--- config.mk ---
export PLATFORM = sky130hd
export DESIGN_NAME = dsp_add_arbiter
export DESIGN_NICKNAME = d
export VERILOG_FILES = /design/src/rtl/dsp_add_arb_pkg.sv /design/src/rtl/dsp_add_pipe.sv /design/src/rtl/dsp_add_arbiter.sv
export SDC_FILE = /design/constraint.sdc
export NUM_CORES = 1
export LEC_CHECK = 0
export BUFFER_PORTS_ARGS = -buffer_cell sky130_fd_sc_hd__clkbuf_2
export CAP_MARGIN = 20
export CORE_AREA = 2 2 185 187
export CTS_CLUSTER_SIZE = 40
export DETAILED_ROUTE_END_ITERATION = 12
export DIE_AREA = 0 0 187 189
export PLACE_DENSITY = 0.46
export SLEW_MARGIN = 20
export SYNTH_ARGS = -nofsm -noshare
export SYNTH_HDL_FRONTEND = slang
export SYNTH_SLANG_ARGS = --single-unit
--- constraint.sdc ---
create_clock -name clock -period 2.47 [get_ports clock]
set_input_delay 0.247 -clock clock [delete_from_list [all_inputs] [get_ports clock]]
set_output_delay 0.247 -clock clock [all_outputs]
set_load 0.03 [all_outputs]
--- src/rtl/dsp_add_arb_pkg.sv ---
`default_nettype none
// ============================================================================
// Module      : dsp_add_arb_pkg
// Description : Shared definitions for the round-robin SIMD adder scheduler.
//               Holds lane geometry, the scheduler state encoding and the
//               per-lane add function.
// Config      : DSP_ADD_ARB_SAT_EN - defined: lanes saturate to the signed
//               range [-128, 127]; undefined: lanes wrap modulo 256.
// Revision    : 1.0 - initial release
// ============================================================================
package dsp_add_arb_pkg;

    localparam int WIDTH = 8;
    localparam int LANES = 4;

    typedef enum logic [1:0] {
        RUN   = 2'd0,
        DRAIN = 2'd1,
        HALT  = 2'd2
    } arb_state_t;

    // One independent signed lane add; no carry leaves the lane.
    function automatic logic [WIDTH-1:0] lane_add(input logic [WIDTH-1:0] a,
                                                  input logic [WIDTH-1:0] b);
`ifdef DSP_ADD_ARB_SAT_EN
        logic [WIDTH:0] s;
        // Sign-extend by one bit; overflow shows up as the top two bits differing.
        s = {a[WIDTH-1], a} + {b[WIDTH-1], b};
        if (s[WIDTH] != s[WIDTH-1]) begin
            return s[WIDTH] ? {1'b1, {(WIDTH-1){1'b0}}} : {1'b0, {(WIDTH-1){1'b1}}};
        end
        return s[WIDTH-1:0];
`else
        return a + b;
`endif
    endfunction

endpackage
`default_nettype wire

--- src/rtl/dsp_add_pipe.sv ---
`default_nettype none
// ============================================================================
// Module      : dsp_add_pipe
// Description : LAT-stage operand/tag/valid shift pipeline followed by the
//               lane adders and the result register. An operation entering
//               at edge k is presented on rsp_valid/rsp_y after edge k+LAT.
// Ports       : clock, reset (sync, active-low)
//               in_valid/in_tag/in_a/in_b : operation entering stage 1
//               rsp_valid : one-hot result tag, rsp_y : lane results
//               busy : an operation occupies one of the LAT stages
// Config      : DSP_ADD_ARB_SAT_EN (via dsp_add_arb_pkg::lane_add)
// Revision    : 1.0 - initial release
// ============================================================================
module dsp_add_pipe
    import dsp_add_arb_pkg::*;
#(
    parameter int NREQ = 4,
    parameter int LAT  = 2
) (
    input  logic                     clock,
    input  logic                     reset,
    input  logic                     in_valid,
    input  logic [NREQ-1:0]          in_tag,
    input  logic [LANES*WIDTH-1:0]   in_a,
    input  logic [LANES*WIDTH-1:0]   in_b,
    output logic [NREQ-1:0]          rsp_valid,
    output logic [LANES*WIDTH-1:0]   rsp_y,
    output logic                     busy
);

    localparam int c_WORD = LANES * WIDTH;

    logic              r_valid [LAT];
    logic [NREQ-1:0]   r_tag   [LAT];
    logic [c_WORD-1:0] r_a     [LAT];
    logic [c_WORD-1:0] r_b     [LAT];
    logic [NREQ-1:0]   r_rsp_valid;
    logic [c_WORD-1:0] r_rsp_y;
    logic [c_WORD-1:0] w_sum;
    logic              w_busy;

    // Lane adders operate on the last operand stage; the result register
    // behind them is the extra cycle that makes total latency exactly LAT.
    for (genvar k = 0; k < LANES; k++) begin : g_lane
        assign w_sum[k*WIDTH +: WIDTH] = lane_add(r_a[LAT-1][k*WIDTH +: WIDTH],
                                                  r_b[LAT-1][k*WIDTH +: WIDTH]);
    end

    always_ff @(posedge clock) begin
        if (!reset) begin
            for (int s = 0; s < LAT; s++) begin
                r_valid[s] <= 1'b0;
                r_tag[s]   <= '0;
                r_a[s]     <= '0;
                r_b[s]     <= '0;
            end
            r_rsp_valid <= '0;
            r_rsp_y     <= '0;
        end else begin
            r_valid[0] <= in_valid;
            r_tag[0]   <= in_tag;
            r_a[0]     <= in_a;
            r_b[0]     <= in_b;
            for (int s = 1; s < LAT; s++) begin
                r_valid[s] <= r_valid[s-1];
                r_tag[s]   <= r_tag[s-1];
                r_a[s]     <= r_a[s-1];
                r_b[s]     <= r_b[s-1];
            end
            r_rsp_valid <= r_tag[LAT-1] & {NREQ{r_valid[LAT-1]}};
            // Result holds between operations.
            if (r_valid[LAT-1]) begin
                r_rsp_y <= w_sum;
            end
        end
    end

    always_comb begin
        w_busy = 1'b0;
        for (int s = 0; s < LAT; s++) begin
            w_busy = w_busy | r_valid[s];
        end
    end

    assign rsp_valid = r_rsp_valid;
    assign rsp_y     = r_rsp_y;
    assign busy      = w_busy;

endmodule
`default_nettype wire

--- src/rtl/dsp_add_arbiter.sv ---
`default_nettype none
// ============================================================================
// Module      : dsp_add_arbiter
// Description : Round-robin scheduler sharing one pipelined 4-lane signed
//               8-bit SIMD adder among NREQ requesters, with a drain/halt
//               control for quiescing the datapath.
// Ports       : clock, reset (sync, active-low)
//               req_valid/req_ready/req_a/req_b : per-requester handshake
//               rsp_valid (one-hot) / rsp_y : result, LAT cycles after grant
//               drain : stop granting; halted : drained and empty
//               busy  : an operation is in flight
// Config      : DSP_ADD_ARB_SAT_EN - saturating lane arithmetic when defined
// Revision    : 1.0 - initial release
// ============================================================================
module dsp_add_arbiter
    import dsp_add_arb_pkg::*;
#(
    parameter int NREQ = 4,
    parameter int LAT  = 2
) (
    input  logic                          clock,
    input  logic                          reset,
    input  logic [NREQ-1:0]               req_valid,
    output logic [NREQ-1:0]               req_ready,
    input  logic [NREQ*LANES*WIDTH-1:0]   req_a,
    input  logic [NREQ*LANES*WIDTH-1:0]   req_b,
    output logic [NREQ-1:0]               rsp_valid,
    output logic [LANES*WIDTH-1:0]        rsp_y,
    input  logic                          drain,
    output logic                          halted,
    output logic                          busy
);

    localparam int c_WORD  = LANES * WIDTH;
    localparam int c_PTR_W = (NREQ > 1) ? $clog2(NREQ) : 1;

    arb_state_t         r_state;
    arb_state_t         w_next_state;
    logic [c_PTR_W-1:0] r_ptr;
    logic [c_PTR_W-1:0] w_grant_idx;
    logic               w_found;
    logic               w_can_grant;
    logic               w_fire;
    logic               w_busy;
    logic [NREQ-1:0]    w_grant;
    logic [c_WORD-1:0]  w_sel_a;
    logic [c_WORD-1:0]  w_sel_b;

    // Grants are blocked during reset and whenever drain is requested, so a
    // drain rising in RUN never races with a new transfer.
    assign w_can_grant = reset && (r_state == RUN) && !drain;

    // First valid requester at or after r_ptr, wrapping at NREQ.
    always_comb begin
        w_found     = 1'b0;
        w_grant_idx = '0;
        w_grant     = '0;
        for (int i = 0; i < NREQ; i++) begin
            if (!w_found && req_valid[c_PTR_W'((int'(r_ptr) + i) % NREQ)]) begin
                w_found     = 1'b1;
                w_grant_idx = c_PTR_W'((int'(r_ptr) + i) % NREQ);
            end
        end
        if (w_can_grant && w_found) begin
            w_grant[w_grant_idx] = 1'b1;
        end
    end

    // A grant only goes to a valid requester, so any grant is a transfer.
    assign w_fire = |w_grant;

    // AND-OR operand mux keyed by the one-hot grant.
    always_comb begin
        w_sel_a = '0;
        w_sel_b = '0;
        for (int i = 0; i < NREQ; i++) begin
            if (w_grant[i]) begin
                w_sel_a = req_a[i*c_WORD +: c_WORD];
                w_sel_b = req_b[i*c_WORD +: c_WORD];
            end
        end
    end

    always_ff @(posedge clock) begin
        if (!reset) begin
            r_state <= RUN;
            r_ptr   <= '0;
        end else begin
            r_state <= w_next_state;
            if (w_fire) begin
                r_ptr <= c_PTR_W'((int'(w_grant_idx) + 1) % NREQ);
            end
        end
    end

    // "Empty" means no operation in any operand stage; the result register
    // presenting the last response does not hold the machine in DRAIN.
    always_comb begin
        w_next_state = r_state;
        case (r_state)
            RUN: begin
                if (drain) begin
                    w_next_state = w_busy ? DRAIN : HALT;
                end
            end
            DRAIN: begin
                if (!drain) begin
                    w_next_state = RUN;
                end else if (!w_busy) begin
                    w_next_state = HALT;
                end
            end
            HALT: begin
                if (!drain) begin
                    w_next_state = RUN;
                end
            end
            default: begin
                w_next_state = RUN;
            end
        endcase
    end

    dsp_add_pipe #(
        .NREQ (NREQ),
        .LAT  (LAT)
    ) u_pipe (
        .clock     (clock),
        .reset     (reset),
        .in_valid  (w_fire),
        .in_tag    (w_grant),
        .in_a      (w_sel_a),
        .in_b      (w_sel_b),
        .rsp_valid (rsp_valid),
        .rsp_y     (rsp_y),
        .busy      (w_busy)
    );

    assign req_ready = w_grant;
    assign halted    = (r_state == HALT);
    assign busy      = w_busy;

endmodule
`default_nettype wire

==> out/qor.yml <==
maxSlewViolCount: 0
worst_setup_path_end_kind: "primary output"
final_common_cell: "clkbuf_2"
wl_per_cell_um: 17.5
hold_ws_ns: 0.0361
syn_to_final_growth_pct: 33.5
clk_path_buf_depth: 2
fin_crit_ns: 2.39
period_share: 0.969
max_stage_delay_ns: 0.38
drv_cap: 0
grt_max_degree: 62
die_h_um: 189
h-tree-depth: 4
yosysWarningCount: 0
gr-total-overflow: 0
path_max_fanout: 16
p_clk_frac: 0.382
synth_edf_count: 0
synth_seq_area_share: 0.418
peakVddDrop_uv: 431
power_frac_comb: 0.204
nNetsFinal: 1589
status: "complete, no violations"
antenna_found_initial: 3
grt_pass1_vias: 8173
drcViolationCount: 0
drive_gt1_frac: 0.304
io_pins: 305
syn-cell-area_mm2: 0.00853
placed_cells: 1713
cts_buffers: 17
crit_slowest_cell: "dfxtp_4"
vias_per_cell: 4.64
cts.sinks: 178
syn_inst: 1011
startpoint_type: "register"
clk-insertion-delay-late_ns: 0.43
cts_tree: "built"
finalSetupViolations: 0
clockRootBuffer: "clkbuf_16"
ys_ff_latch: 178
critPathKind: "reg2out"
path_clk_slew_ns: 0.07
rows: 67
synth_cell_types: 53
rsz0062_at_grt: "yes"
tightest_slew_ns: 0.750
syn-num-nets: 1310
switchingPower_w: 0.00208
routed_wl_mm: 30.7
skew_ns: 0.0102
dieArea_mm2: 0.0353
postRouteAntennaNets: 0
coreArea_mm2: 0.0333
start_util: 0.256
grt_pass1_wl_mm: 47.0
max_freq_mhz: 418
hold_viol_final: 0
num_vias: 8131
relSlewSlack: 0.499
place_hpwl_mm: 23.6
placed_area_mm2: 0.0106
stdcell_count: 1753
async_flop_share: 0
seqPwrFrac: 0.414
ctsHoldBuffers: 0
p_leak_nw: 4.91
required_ns: 2.22
io_buffer_count: 304
fin_util: 0.342
rrSetupSlack_ns: 0.17
postLayoutCellArea_mm2: 0.0114
power.internal_w: 0.00531
critPathArrivalTime_ns: 2.15
drt-initial-drc-count: 460
place_congestion: 0.853
powerDensity_mw_per_mm2: 649
firstDrtPassIters: 5
gr-usage-all-layers: 0.171
hp-class: "in2reg"
ys.flop_type: "dfxtp_1"
layout_common_cells: "clkbuf_2, nand2_1, dfxtp_1"
swShare: 0.281
die_x_um: 187
syn_avg_cell_area_um2: 8.44
crit_chain: "nand2b_1 -> a21oi_1 -> nor3_2 -> buf_4 -> ha_2 -> inv_4 -> nor2_2 -> clkbuf_4"
[kinds of logic (layout without fill, tap and decap cells)]
kind of cell             count (synthesis)  in the layout  synth area share
AO/OA/AOI/OAI                          286            286             0.235
other                                    0              3                 0
multiplexers                             6              6           0.00704
adder cells (fa/ha/maj)                 36             36            0.0563
XOR/XNOR                                 4              4           0.00411
AND/OR/NAND/NOR                        400            400             0.224
buffers and inverters                  101            392            0.0557
flip-flops                             178            178             0.418
[state kept, by name, indices dropped and copies added (netlist names)]
register / cells
u_pipe.r_a: 64
u_pipe.r_b: 64
u_pipe.rsp_y: 32
u_pipe.r_tag: 8
u_pipe.rsp_valid: 4
r_ptr: 2
r_state: 2
u_pipe.r_valid: 2
[worst paths after layout]
check                                   startpoint                 end  cells after the start
worst max-delay path                      r_ptr[1]        req_ready[3]                      8
worst min-delay path                    req_b[103]    u_pipe.r_b[0][7]                      3
worst max register to register            r_ptr[0]   u_pipe.r_a[0][13]                     11
worst min register to register  u_pipe.r_tag[0][1]  u_pipe.r_tag[0][5]                      1
[layout make-up]
class / count / area [µm²]
Fill cell: 3531 / 21900
Sequential cell: 178 / 3570
Clock buffer: 18 / 439
Antenna cell: 3 / 7.51
Clock inverter: 13 / 176
Timing Repair Buffer: 339 / 2010
Multi-Input combinational cell: 732 / 4540
Tap cell: 448 / 561
Inverter: 22 / 87.6
[power groups by stage]
| stage | Sequential [W] | Combinational (W) | Clock (W) |
|---|---|---|---|
| 2_1_floorplan | 0.00312 | 0.000835 | 0 |
| 3_3_place_gp | 0.00313 | 0.00139 | 0 |
| 3_5_place_dp | 0.00313 | 0.00139 | 0 |
| 6_report | 0.00306 | 0.00151 | 0.00283 |
| 5_1_grt | 0.00307 | 0.00166 | 0.00301 |
| 4_1_cts | 0.00306 | 0.00151 | 0.00290 |
[critical path, delay by kind of cell (launching register included)]
| family | cells | cell delay (ns) |
|---|---|---|
| AO/OA/AOI/OAI | 1 | 0.09 |
| adder cells (fa/ha/maj) | 1 | 0.24 |
| buffers and inverters | 3 | 0.51 |
| flip-flops | 1 | 0.38 |
| AND/OR/NAND/NOR | 3 | 0.48 |
[through the flow]
step                      setup TNS, ns  total power, W  worst slack [ns]
after floorplan                       0         0.00395            0.0858
after global placement                0         0.00452             0.141
after detailed placement              0         0.00452             0.113
after CTS                      -0.00261         0.00747          -0.00261
after global routing            -0.0353         0.00774           -0.0188
final                                 0         0.00739            0.0763
[cell usage after synthesis (3+ instances only)]
cell       count  area (µm²)
a211oi_2       4        50.1
clkbuf_1      34         128
nand4_1        3        18.8
a2111oi_0      4        35.0
nand3_1        8        40.0
o31a_1         3        26.3
a2111o_1       3        33.8
a211oi_1       9        67.6
o21ai_0       12        60.1
o211ai_1     131         983
buf_4          3        22.5
a21o_1         5        37.5
nor2_1        41         154
inv_1         21        78.8
a21oi_1       71         355
and3_1        14        87.6
nor4_1         4        25.0
nor2b_1       10        62.6
buf_1          9        33.8
o21bai_1       4        30.0
o21a_1        11        82.6
mux2i_1        6        60.1
a311o_1        4        40.0
fa_1           4        80.1
xor2_1         4        35.0
and2_1        73         457
nand4b_1       4        35.0
nor3_1        27         135
o31ai_1        8        60.1
dfxtp_1      178        3560
ha_1          32         400
nand2_1      203         762
buf_6          7        78.8
buf_2         26         130
a31oi_1        7        43.8
o311ai_0       3        26.3
[layer usage]
layer	track usage	vias up	wire, µm
met5	0	-	0
met4	0.0559	0	593
met3	0.0313	28	1550
met2	0.268	289	13600
met1	0.238	3685	15000
li1	-	4129	-
[repair_timing]
| item | CTS | global route |
|---|---|---|
| resized for setup | 12 | 5 |
| gates cloned | 4 | 0 |
| endpoints found under the setup margin | 4 | 7 |
| buffers inserted | 2 | 0 |
| hold endpoints to repair | 0 | 0 |
| pin swaps | 1 | 1 |
Power figures use the tool's default switching activity.
